### config.mk
export PLATFORM = sky130hd
export DESIGN_NAME = ser2par_flat
export DESIGN_NICKNAME = d
export VERILOG_FILES = /design/src/rtl/fft16_pkg.sv /design/src/rtl/ser2par_if.sv /design/src/rtl/ser2par_ctrl.sv /design/src/rtl/ser2par.sv /design/src/flat_wrapper.sv
export SDC_FILE = /design/constraint.sdc
export NUM_CORES = 1
export LEC_CHECK = 0
export ABC_AREA = 1
export CORE_UTILIZATION = 45
export DETAILED_ROUTE_END_ITERATION = 10
export PLACE_DENSITY = 0.73
export SYNTH_ARGS = -nofsm -noshare
export SYNTH_HDL_FRONTEND = slang
export SYNTH_SLANG_ARGS = --single-unit
### constraint.sdc
create_clock -name clk -period 2.25 [get_ports clk]
set_clock_uncertainty 0.05 [all_clocks]
set_input_delay 0.225 -clock clk [delete_from_list [all_inputs] [get_ports clk]]
set_output_delay 0.225 -clock clk [all_outputs]
set_load 0.01 [all_outputs]
### src/rtl/fft16_pkg.sv
// fft16_pkg: constants and types shared by the 16-point FFT input/output
// converters.
//   FFT_WIDTH  : real/imag sample width
//   FFT_POINTS : complex samples per frame
//   S2P_BEATS  : beats per frame (two complex samples per beat)
package fft16_pkg;

  localparam int unsigned FFT_WIDTH  = 17;
  localparam int unsigned FFT_POINTS = 16;
  localparam int unsigned S2P_BEATS  = 8;

  typedef enum logic {
    S2P_IDLE,
    S2P_FILL
  } s2p_state_t;

  // One-hot write-enable for the slot pair addressed by a beat index.
  function automatic logic [S2P_BEATS-1:0] beat_onehot(input logic [2:0] beat);
    beat_onehot       = '0;
    beat_onehot[beat] = 1'b1;
  endfunction

endpackage

### src/rtl/ser2par_if.sv
// ser2par_if: input beat stream of the FFT deserializer.
//   valid_i              beat qualifier
//   sof_i                start of frame (beat 0), qualified by valid_i
//   data_i0_R/data_i0_I  sample x[b]
//   data_i1_R/data_i1_I  sample x[b+8]
// master: stream source, slave: ser2par.
interface ser2par_if
  import fft16_pkg::*;
#(
  parameter int unsigned WIDTH = FFT_WIDTH
);

  logic             valid_i;
  logic             sof_i;
  logic [WIDTH-1:0] data_i0_R;
  logic [WIDTH-1:0] data_i0_I;
  logic [WIDTH-1:0] data_i1_R;
  logic [WIDTH-1:0] data_i1_I;

  modport master (
    output valid_i, sof_i, data_i0_R, data_i0_I, data_i1_R, data_i1_I
  );

  modport slave (
    input  valid_i, sof_i, data_i0_R, data_i0_I, data_i1_R, data_i1_I
  );

endinterface

### src/rtl/ser2par_ctrl.sv
// ser2par_ctrl: frame-assembly control for ser2par.
//   i_clk, i_rst_n  clock, async active-low reset
//   i_valid, i_sof  beat qualifier and start-of-frame
//   o_we            one-hot write enable over the 8 shadow slot pairs
//   o_xfer          shadow -> output bank transfer strobe (8th beat)
//   o_frame_valid   registered one-cycle pulse, new frame in output bank
//   o_sof_err       registered one-cycle pulse, frame restarted mid-fill
//   o_beat          registered index the next valid beat is written to
module ser2par_ctrl
  import fft16_pkg::*;
(
  input  logic                 i_clk,
  input  logic                 i_rst_n,
  input  logic                 i_valid,
  input  logic                 i_sof,
  output logic [S2P_BEATS-1:0] o_we,
  output logic                 o_xfer,
  output logic                 o_frame_valid,
  output logic                 o_sof_err,
  output logic [2:0]           o_beat
);

  s2p_state_t r_state;
  logic [2:0] r_beat;
  logic       r_frame_valid;
  logic       r_sof_err;

  logic w_start;
  logic w_acc;

  // A sof beat always (re)starts at beat 0; a plain beat is only taken mid-fill.
  assign w_start = i_valid & i_sof;
  assign w_acc   = i_valid & ~i_sof & (r_state == S2P_FILL);

  always_comb begin
    o_we = '0;
    if (w_start) begin
      o_we = beat_onehot(3'd0);
    end else if (w_acc) begin
      o_we = beat_onehot(r_beat);
    end
  end

  assign o_xfer = w_acc && (r_beat == 3'(S2P_BEATS - 1));

  always_ff @(posedge i_clk or negedge i_rst_n) begin
    if (!i_rst_n) begin
      r_state       <= S2P_IDLE;
      r_beat        <= '0;
      r_frame_valid <= 1'b0;
      r_sof_err     <= 1'b0;
    end else begin
      r_frame_valid <= 1'b0;
      r_sof_err     <= 1'b0;
      case (r_state)
        S2P_IDLE: begin
          if (w_start) begin
            r_beat  <= 3'd1;
            r_state <= S2P_FILL;
          end
        end
        S2P_FILL: begin
          if (w_start) begin
            r_sof_err <= 1'b1;
            r_beat    <= 3'd1;
          end else if (w_acc) begin
            if (r_beat == 3'(S2P_BEATS - 1)) begin
              r_frame_valid <= 1'b1;
              r_beat        <= '0;
              r_state       <= S2P_IDLE;
            end else begin
              r_beat <= r_beat + 3'd1;
            end
          end
        end
        default: begin
          r_state <= S2P_IDLE;
          r_beat  <= '0;
        end
      endcase
    end
  end

  assign o_frame_valid = r_frame_valid;
  assign o_sof_err     = r_sof_err;
  assign o_beat        = r_beat;

endmodule

### src/rtl/ser2par.sv
// ser2par: input-side deserializer for the 16-point FFT.
//   clk, rst_n          clock, async active-low reset
//   s_in                beat stream (ser2par_if.slave); beat b carries x[b], x[b+8]
//   data_oN_R/I         assembled frame sample x[N], held until next frame
//   frame_valid_o       one-cycle pulse, new frame on data_o*
//   beat_o              next beat index expected (0 = waiting for sof)
//   sof_err_o           one-cycle pulse, frame restarted by sof mid-frame
module ser2par
  import fft16_pkg::*;
#(
  parameter int unsigned WIDTH = FFT_WIDTH
) (
  input  logic             clk,
  input  logic             rst_n,
  ser2par_if.slave         s_in,
  output logic [WIDTH-1:0] data_o0_R,  data_o0_I,
  output logic [WIDTH-1:0] data_o1_R,  data_o1_I,
  output logic [WIDTH-1:0] data_o2_R,  data_o2_I,
  output logic [WIDTH-1:0] data_o3_R,  data_o3_I,
  output logic [WIDTH-1:0] data_o4_R,  data_o4_I,
  output logic [WIDTH-1:0] data_o5_R,  data_o5_I,
  output logic [WIDTH-1:0] data_o6_R,  data_o6_I,
  output logic [WIDTH-1:0] data_o7_R,  data_o7_I,
  output logic [WIDTH-1:0] data_o8_R,  data_o8_I,
  output logic [WIDTH-1:0] data_o9_R,  data_o9_I,
  output logic [WIDTH-1:0] data_o10_R, data_o10_I,
  output logic [WIDTH-1:0] data_o11_R, data_o11_I,
  output logic [WIDTH-1:0] data_o12_R, data_o12_I,
  output logic [WIDTH-1:0] data_o13_R, data_o13_I,
  output logic [WIDTH-1:0] data_o14_R, data_o14_I,
  output logic [WIDTH-1:0] data_o15_R, data_o15_I,
  output logic             frame_valid_o,
  output logic [2:0]       beat_o,
  output logic             sof_err_o
);

  logic [S2P_BEATS-1:0] w_we;
  logic                 w_xfer;

  ser2par_ctrl u_ctrl (
    .i_clk         (clk),
    .i_rst_n       (rst_n),
    .i_valid       (s_in.valid_i),
    .i_sof         (s_in.sof_i),
    .o_we          (w_we),
    .o_xfer        (w_xfer),
    .o_frame_valid (frame_valid_o),
    .o_sof_err     (sof_err_o),
    .o_beat        (beat_o)
  );

  for (genvar n = 0; n < FFT_POINTS; n++) begin : g_slot
    localparam logic [2:0] PAIR = 3'(n % S2P_BEATS);
    localparam bit         HI   = (n >= S2P_BEATS);

    logic [WIDTH-1:0] w_in_R, w_in_I;
    logic [WIDTH-1:0] r_sh_R, r_sh_I;
    logic [WIDTH-1:0] r_bank_R, r_bank_I;

    assign w_in_R = HI ? s_in.data_i1_R : s_in.data_i0_R;
    assign w_in_I = HI ? s_in.data_i1_I : s_in.data_i0_I;

    always_ff @(posedge clk or negedge rst_n) begin
      if (!rst_n) begin
        r_sh_R <= '0;
        r_sh_I <= '0;
      end else if (w_we[PAIR]) begin
        r_sh_R <= w_in_R;
        r_sh_I <= w_in_I;
      end
    end

    // The last pair is still in flight on the transfer edge, so those two
    // slots load from the live inputs rather than from the shadow.
    always_ff @(posedge clk or negedge rst_n) begin
      if (!rst_n) begin
        r_bank_R <= '0;
        r_bank_I <= '0;
      end else if (w_xfer) begin
        if (PAIR == 3'(S2P_BEATS - 1)) begin
          r_bank_R <= w_in_R;
          r_bank_I <= w_in_I;
        end else begin
          r_bank_R <= r_sh_R;
          r_bank_I <= r_sh_I;
        end
      end
    end
  end

  assign data_o0_R  = g_slot[0].r_bank_R;   assign data_o0_I  = g_slot[0].r_bank_I;
  assign data_o1_R  = g_slot[1].r_bank_R;   assign data_o1_I  = g_slot[1].r_bank_I;
  assign data_o2_R  = g_slot[2].r_bank_R;   assign data_o2_I  = g_slot[2].r_bank_I;
  assign data_o3_R  = g_slot[3].r_bank_R;   assign data_o3_I  = g_slot[3].r_bank_I;
  assign data_o4_R  = g_slot[4].r_bank_R;   assign data_o4_I  = g_slot[4].r_bank_I;
  assign data_o5_R  = g_slot[5].r_bank_R;   assign data_o5_I  = g_slot[5].r_bank_I;
  assign data_o6_R  = g_slot[6].r_bank_R;   assign data_o6_I  = g_slot[6].r_bank_I;
  assign data_o7_R  = g_slot[7].r_bank_R;   assign data_o7_I  = g_slot[7].r_bank_I;
  assign data_o8_R  = g_slot[8].r_bank_R;   assign data_o8_I  = g_slot[8].r_bank_I;
  assign data_o9_R  = g_slot[9].r_bank_R;   assign data_o9_I  = g_slot[9].r_bank_I;
  assign data_o10_R = g_slot[10].r_bank_R;  assign data_o10_I = g_slot[10].r_bank_I;
  assign data_o11_R = g_slot[11].r_bank_R;  assign data_o11_I = g_slot[11].r_bank_I;
  assign data_o12_R = g_slot[12].r_bank_R;  assign data_o12_I = g_slot[12].r_bank_I;
  assign data_o13_R = g_slot[13].r_bank_R;  assign data_o13_I = g_slot[13].r_bank_I;
  assign data_o14_R = g_slot[14].r_bank_R;  assign data_o14_I = g_slot[14].r_bank_I;
  assign data_o15_R = g_slot[15].r_bank_R;  assign data_o15_I = g_slot[15].r_bank_I;

endmodule

### src/flat_wrapper.sv
// flat-port wrapper written by rule: the top's interface ports become plain ports
module ser2par_flat import fft16_pkg::*;
#(
  parameter int unsigned WIDTH = FFT_WIDTH
)
  (clk, rst_n, data_o0_R, data_o0_I, data_o1_R, data_o1_I, data_o2_R, data_o2_I, data_o3_R, data_o3_I, data_o4_R, data_o4_I, data_o5_R, data_o5_I, data_o6_R, data_o6_I, data_o7_R, data_o7_I, data_o8_R, data_o8_I, data_o9_R, data_o9_I, data_o10_R, data_o10_I, data_o11_R, data_o11_I, data_o12_R, data_o12_I, data_o13_R, data_o13_I, data_o14_R, data_o14_I, data_o15_R, data_o15_I, frame_valid_o, beat_o, sof_err_o, s_in_valid_i, s_in_sof_i, s_in_data_i0_R, s_in_data_i0_I, s_in_data_i1_R, s_in_data_i1_I);
  ser2par_if #(.WIDTH(WIDTH)) s_in_i ();
  input  logic clk;
  input  logic rst_n;
  output logic [WIDTH-1:0] data_o0_R;
  output logic [WIDTH-1:0] data_o0_I;
  output logic [WIDTH-1:0] data_o1_R;
  output logic [WIDTH-1:0] data_o1_I;
  output logic [WIDTH-1:0] data_o2_R;
  output logic [WIDTH-1:0] data_o2_I;
  output logic [WIDTH-1:0] data_o3_R;
  output logic [WIDTH-1:0] data_o3_I;
  output logic [WIDTH-1:0] data_o4_R;
  output logic [WIDTH-1:0] data_o4_I;
  output logic [WIDTH-1:0] data_o5_R;
  output logic [WIDTH-1:0] data_o5_I;
  output logic [WIDTH-1:0] data_o6_R;
  output logic [WIDTH-1:0] data_o6_I;
  output logic [WIDTH-1:0] data_o7_R;
  output logic [WIDTH-1:0] data_o7_I;
  output logic [WIDTH-1:0] data_o8_R;
  output logic [WIDTH-1:0] data_o8_I;
  output logic [WIDTH-1:0] data_o9_R;
  output logic [WIDTH-1:0] data_o9_I;
  output logic [WIDTH-1:0] data_o10_R;
  output logic [WIDTH-1:0] data_o10_I;
  output logic [WIDTH-1:0] data_o11_R;
  output logic [WIDTH-1:0] data_o11_I;
  output logic [WIDTH-1:0] data_o12_R;
  output logic [WIDTH-1:0] data_o12_I;
  output logic [WIDTH-1:0] data_o13_R;
  output logic [WIDTH-1:0] data_o13_I;
  output logic [WIDTH-1:0] data_o14_R;
  output logic [WIDTH-1:0] data_o14_I;
  output logic [WIDTH-1:0] data_o15_R;
  output logic [WIDTH-1:0] data_o15_I;
  output logic frame_valid_o;
  output logic [2:0] beat_o;
  output logic sof_err_o;
  input wire logic [$bits(s_in_i.valid_i)-1:0] s_in_valid_i;
  input wire logic [$bits(s_in_i.sof_i)-1:0] s_in_sof_i;
  input wire logic [$bits(s_in_i.data_i0_R)-1:0] s_in_data_i0_R;
  input wire logic [$bits(s_in_i.data_i0_I)-1:0] s_in_data_i0_I;
  input wire logic [$bits(s_in_i.data_i1_R)-1:0] s_in_data_i1_R;
  input wire logic [$bits(s_in_i.data_i1_I)-1:0] s_in_data_i1_I;
  assign s_in_i.valid_i = s_in_valid_i;
  assign s_in_i.sof_i = s_in_sof_i;
  assign s_in_i.data_i0_R = s_in_data_i0_R;
  assign s_in_i.data_i0_I = s_in_data_i0_I;
  assign s_in_i.data_i1_R = s_in_data_i1_R;
  assign s_in_i.data_i1_I = s_in_data_i1_I;
  ser2par #(.WIDTH(WIDTH)) u_core (.clk(clk), .rst_n(rst_n), .s_in(s_in_i), .data_o0_R(data_o0_R), .data_o0_I(data_o0_I), .data_o1_R(data_o1_R), .data_o1_I(data_o1_I), .data_o2_R(data_o2_R), .data_o2_I(data_o2_I), .data_o3_R(data_o3_R), .data_o3_I(data_o3_I), .data_o4_R(data_o4_R), .data_o4_I(data_o4_I), .data_o5_R(data_o5_R), .data_o5_I(data_o5_I), .data_o6_R(data_o6_R), .data_o6_I(data_o6_I), .data_o7_R(data_o7_R), .data_o7_I(data_o7_I), .data_o8_R(data_o8_R), .data_o8_I(data_o8_I), .data_o9_R(data_o9_R), .data_o9_I(data_o9_I), .data_o10_R(data_o10_R), .data_o10_I(data_o10_I), .data_o11_R(data_o11_R), .data_o11_I(data_o11_I), .data_o12_R(data_o12_R), .data_o12_I(data_o12_I), .data_o13_R(data_o13_R), .data_o13_I(data_o13_I), .data_o14_R(data_o14_R), .data_o14_I(data_o14_I), .data_o15_R(data_o15_R), .data_o15_I(data_o15_I), .frame_valid_o(frame_valid_o), .beat_o(beat_o), .sof_err_o(sof_err_o));
endmodule
* Word-level counts from Yosys, hierarchy flattened
Cells that the tools add are included.
** Storage, ports and cells
- Bits of input ports :: 72
- Register bits :: 1026
- Word-level logic and storage cells :: 97
- Output and inout port bits :: 549
** Cells by class
- Reductions and logical operators :: 3
- Add/subtract/negate cells :: 1
- Multiplexer cells :: 19
- Bitwise logic cells :: 5
- Magnitude comparators :: 2
- Equality and inequality tests :: 3
** Operators with widths (count)
- $mux W7 :: 2
- $mux W3 :: 4
- $mux W1 :: 10
- $pmux W3 S2 :: 1
- $lt A3 B4 Y1 const B :: 1
- $add A3 B1 Y3 const B :: 1
- $and A1 B1 Y1 :: 3
- $demux W1 S3 :: 1
- $eq A3 B3 Y1 const B :: 1
- $ge A3 B1 Y1 const B :: 1
- $ne A3 B1 Y1 const B :: 1
- $logic_and A1 B1 Y1 :: 2
- $ne A2 B2 Y1 const B :: 1
- $not A1 Y1 :: 2
- $pmux W1 S2 :: 1
- $reduce_and A2 Y1 :: 1

* Longest topological paths before layout
- Word-level depth :: 6
- Mapped depth :: 8
- Gate-level depth less buffers :: 6

* By module
A second synthesis with hierarchy kept.
** Second synthesis, totals
- Cells, all modules :: 4431
- Area total of the unflattened synthesis :: 38877.3 sq um
** By module, submodules not included
- ser2par :: seq. area each 25524.5 sq um, area an instance 38520.7 sq um, times used 1, cells an instance 4382
- ser2par_ctrl :: seq. area each 150.1 sq um, area an instance 356.6 sq um, times used 1, cells an instance 49

* Worst setup path after synthesis
No wires, ideal clock.
- Kind :: register -> register
- Start :: register u_core.u_ctrl.r_beat[0], in the netlist u_core.u_ctrl.o_beat[0]
- End :: register u_core.g_slot[15].r_bank_I[0], in the netlist u_core.data_o15_I[0]
- Clock period less this slack :: 1813 ps
- Arrival :: 1631 ps
- Cell stages (with the launch flop) :: 8
- Setup slack :: 437 ps
- Required time :: 2068 ps
- Setup time :: 132 ps
- Path through :: dfrtp_1 ha_1 ha_1 nand2_1 buf_2 buf_2 clkbuf_1 o21ai_0
** On the way
- Cells in the longest elaborated chain, start to end :: 2
** RTL lines
- start, declared :: RTL line ser2par_ctrl.sv:24 : logic [2:0] r_beat;
- start signal, assigned :: RTL line ser2par_ctrl.sv:72 : r_beat <= r_beat + 3'd1;
- $eq A3 B3 Y1 :: RTL line ser2par_ctrl.sv:44 : assign o_xfer = w_acc && (r_beat == 3'(S2P_BEATS - 1));
- $logic_and A1 B1 Y1 :: RTL line ser2par_ctrl.sv:44
- end signal, assigned :: RTL line ser2par.sv:82 : r_bank_I <= w_in_I;
- end signal, assigned :: RTL line ser2par.sv:85 : r_bank_I <= r_sh_I;
- end, declared :: RTL line ser2par.sv:58 : logic [WIDTH-1:0] r_bank_R, r_bank_I;
Every way passes these cells.
A chain may end at the register's enable or synchronous reset.

* Final worst setup path
- Start :: register u_core.u_ctrl.r_beat[1], in the netlist u_core.u_ctrl.o_beat[1]
- End :: output port beat_o[1]
** RTL lines
- end, declared :: RTL line flat_wrapper.sv:43 : output logic [2:0] beat_o;
No word-level cell between the ends.

==> reports/results.ini <==
[worst_setup_path]
startpoint_type = register
r2r-end = u_core.data_o12_I[15]
criticalPathCategory = reg -> out
critPathLaunch = u_core.u_ctrl.o_beat[1]
required_ns = 1.98
ff2ff_setup_slack_ns = 0.33
r2r_cells = 7
path_max_fanout = 6
crit_end = beat_o[1]
crit_path_end_kind = output port
r2r-start = u_core.u_ctrl.o_beat[0]
cp.arrival_ns = 1.86

[placed_design]
hpwl_um = 82400
io_buffers = 620
detailedPlace.worstSlack_ns = 0.0835
gp_congestion = 0.842

[floorplan]
coreArea_sq_mm = 0.0855
die-area_sq_mm = 0.0879
io_pins = 621
fp.dieH_um = 296
fp-row-count = 107
initial_core_util = 0.456
die_x_um = 296

[sta]
fin_crit_sh = 0.948
setup_viol_count_final = 0
grt_setup_unrepaired = no
layout_setup_ws_ns = 0.117
slew_headroom = 0.498
worst_pin_slew_ns = 0.751
drv_slew = 0
fin_crit_ns = 2.13
hold_ws_ns = 0.0184
tns_ns = 0
max_freq_mhz = 469
finalHoldViolations = 0

[synthesis]
ys.flop_type = dfrtp_1
yosys.area_share.simple = 0.285
ys_seq_area_frac = 0.658
synthMuxAreaShare = 0
synth_top_family_by_area = simple AND/OR/NAND/NOR gates
async_flop_share = 1.00
synth_compound_area_frac = 0.0179
synth_xor_area_frac = 0
synth_enable_flop_cells = 0
syn-num-nets = 4397
syn_area_sq_mm = 0.0390
syn_avg_cell_area_sq_um = 9.03
synth_cells = 4323
ys_warn_count = 0
synthAdderAreaFrac = 0.000641
ys_ff_latch = 1026
ys_types = 18

[cts]
clk_pin_slew_worst_paths_ns = 0.06
htree_levels = 3
clockRootBuffer = clkbuf_16
cts_made_buffers = 104
clk_latency_ns = 0.67
cts_tree = done
clock-sinks = 1026
cts_setup_buffers = 0
clockBufferDepth = 3

[finish]
final_common_cell = nand2_1
drive_above_1_share = 0.0620
final_nets = 4986
synthToLayoutAreaGrowth_pct = 30.1
layout_common_cells = 2389 x nand2_1, 1026 x dfrtp_1, 617 x clkdlybuf4s50_1
final_core_utilization = 0.594
largestRegisters = u_core.g_slot.r_sh_I: 238 flops, u_core.g_slot.r_sh_R: 238 flops

[status]
outcome = complete, no violations

[global_route]
grt_max_degree = 126
grt_usage = 0.287
globalRoute.totalOverflow = 0
grt_antenna_before_repair = 2
grt_pass1_wl_um = 192000
grt_pass1_vias = 31518

[drt]
drt_iter0_drc = 3258
dr.pass1.iters = 6
drc = 0
routed_via_density = 5.20
vias = 31976
ant_nets = 0
routedWlPerCell_um = 20.4
wl_um = 125000

[run]
maxCapViolCount = 0

[pwr]
p_leak_nw = 26.8
peakVddDrop_uv = 702
power_density_mw_per_mm2 = 963
totalPowerFinal_mw = 48.9

[min_path]
hp-class = in -> async

-- final cells by class --
cell class	instances	area [sq um]
timing repair buffer	746	7990
fill	7160	34800
inverter	75	289
antenna	1	2.50
clock buffer	152	3000
clock inverter	41	449
tap	1144	1430
multi-input combinational	2959	11900
sequential	1026	25700
-- report_power, final --
group	internal (mW)	total (mW)	switching, mW	leakage, nW
registers	22.1	24.3	2.27	13.8
clock network	9.91	17.3	7.42	1.71
logic	3.10	7.24	4.14	11.3
-- layer usage --
metal / vias up / track usage / part of all wire
li1: 14614 / - / -
met1: 15721 / 0.380 / 0.40
met2: 1370 / 0.455 / 0.47
met3: 269 / 0.0733 / 0.093
met4: 2 / 0.112 / 0.040
met5: - / 0 / 0.000064
-- logic make-up after synthesis --
logic type / after synthesis
AO/OA/AOI/OAI: 139
flip-flops: 1026
AND/OR/NAND/NOR: 2818
buffers and inverters: 338
adder cells (fa/ha/maj): 2
-- Yosys cell counts, types with 2 or more instances --
cell type,count,share of area
inv_1,73,0.0070
nand3_1,409,0.052
nor2_2,4,0.00064
nor2_1,4,0.00038
buf_1,2,0.00019
clkbuf_1,80,0.0077
inv_2,2,0.00019
o21ai_0,119,0.015
buf_2,180,0.023
ha_1,2,0.00064
nand2_1,2398,0.23
dfrtp_1,1026,0.66
o21ai_1,19,0.0024
-- worst max-delay path, stage by stage, from the launching register on --
cell	delay, ns
dfrtp_1	0.36
buf_4	0.16
clkdlybuf4s50_1	0.67
-- worst min path at each step --
stage          startpoint                          end  slack [ns]  cells after the start
2_1_floorplan       rst_n          u_core.data_o0_I[0]       -0.12                      0
3_3_place_gp        rst_n         u_core.data_o9_R[14]        0.13                      1
3_5_place_dp        rst_n         u_core.data_o12_I[0]        0.13                      1
4_1_cts             rst_n  u_core.g_slot[12].r_sh_I[3]      0.0002                      2
5_1_grt             rst_n  u_core.g_slot[12].r_sh_I[3]        0.01                      2
6_report            rst_n  u_core.g_slot[12].r_sh_I[3]        0.02                      2
-- per-stage QoR --
stage,cell area [sq um],instances
after floorplan,39000,4323
after global placement,47300,5949
after detailed placement,47300,5949
after CTS,50800,6143
after global routing,50800,6143
final,50800,6144
-- what timing repair did --
action	CTS	global route
setup endpoints to repair	0	2
hold buffers	1	0
hold endpoints to repair	514	0
gates resized for setup	0	2
Note: power is estimated with default switching activity, not from simulation.
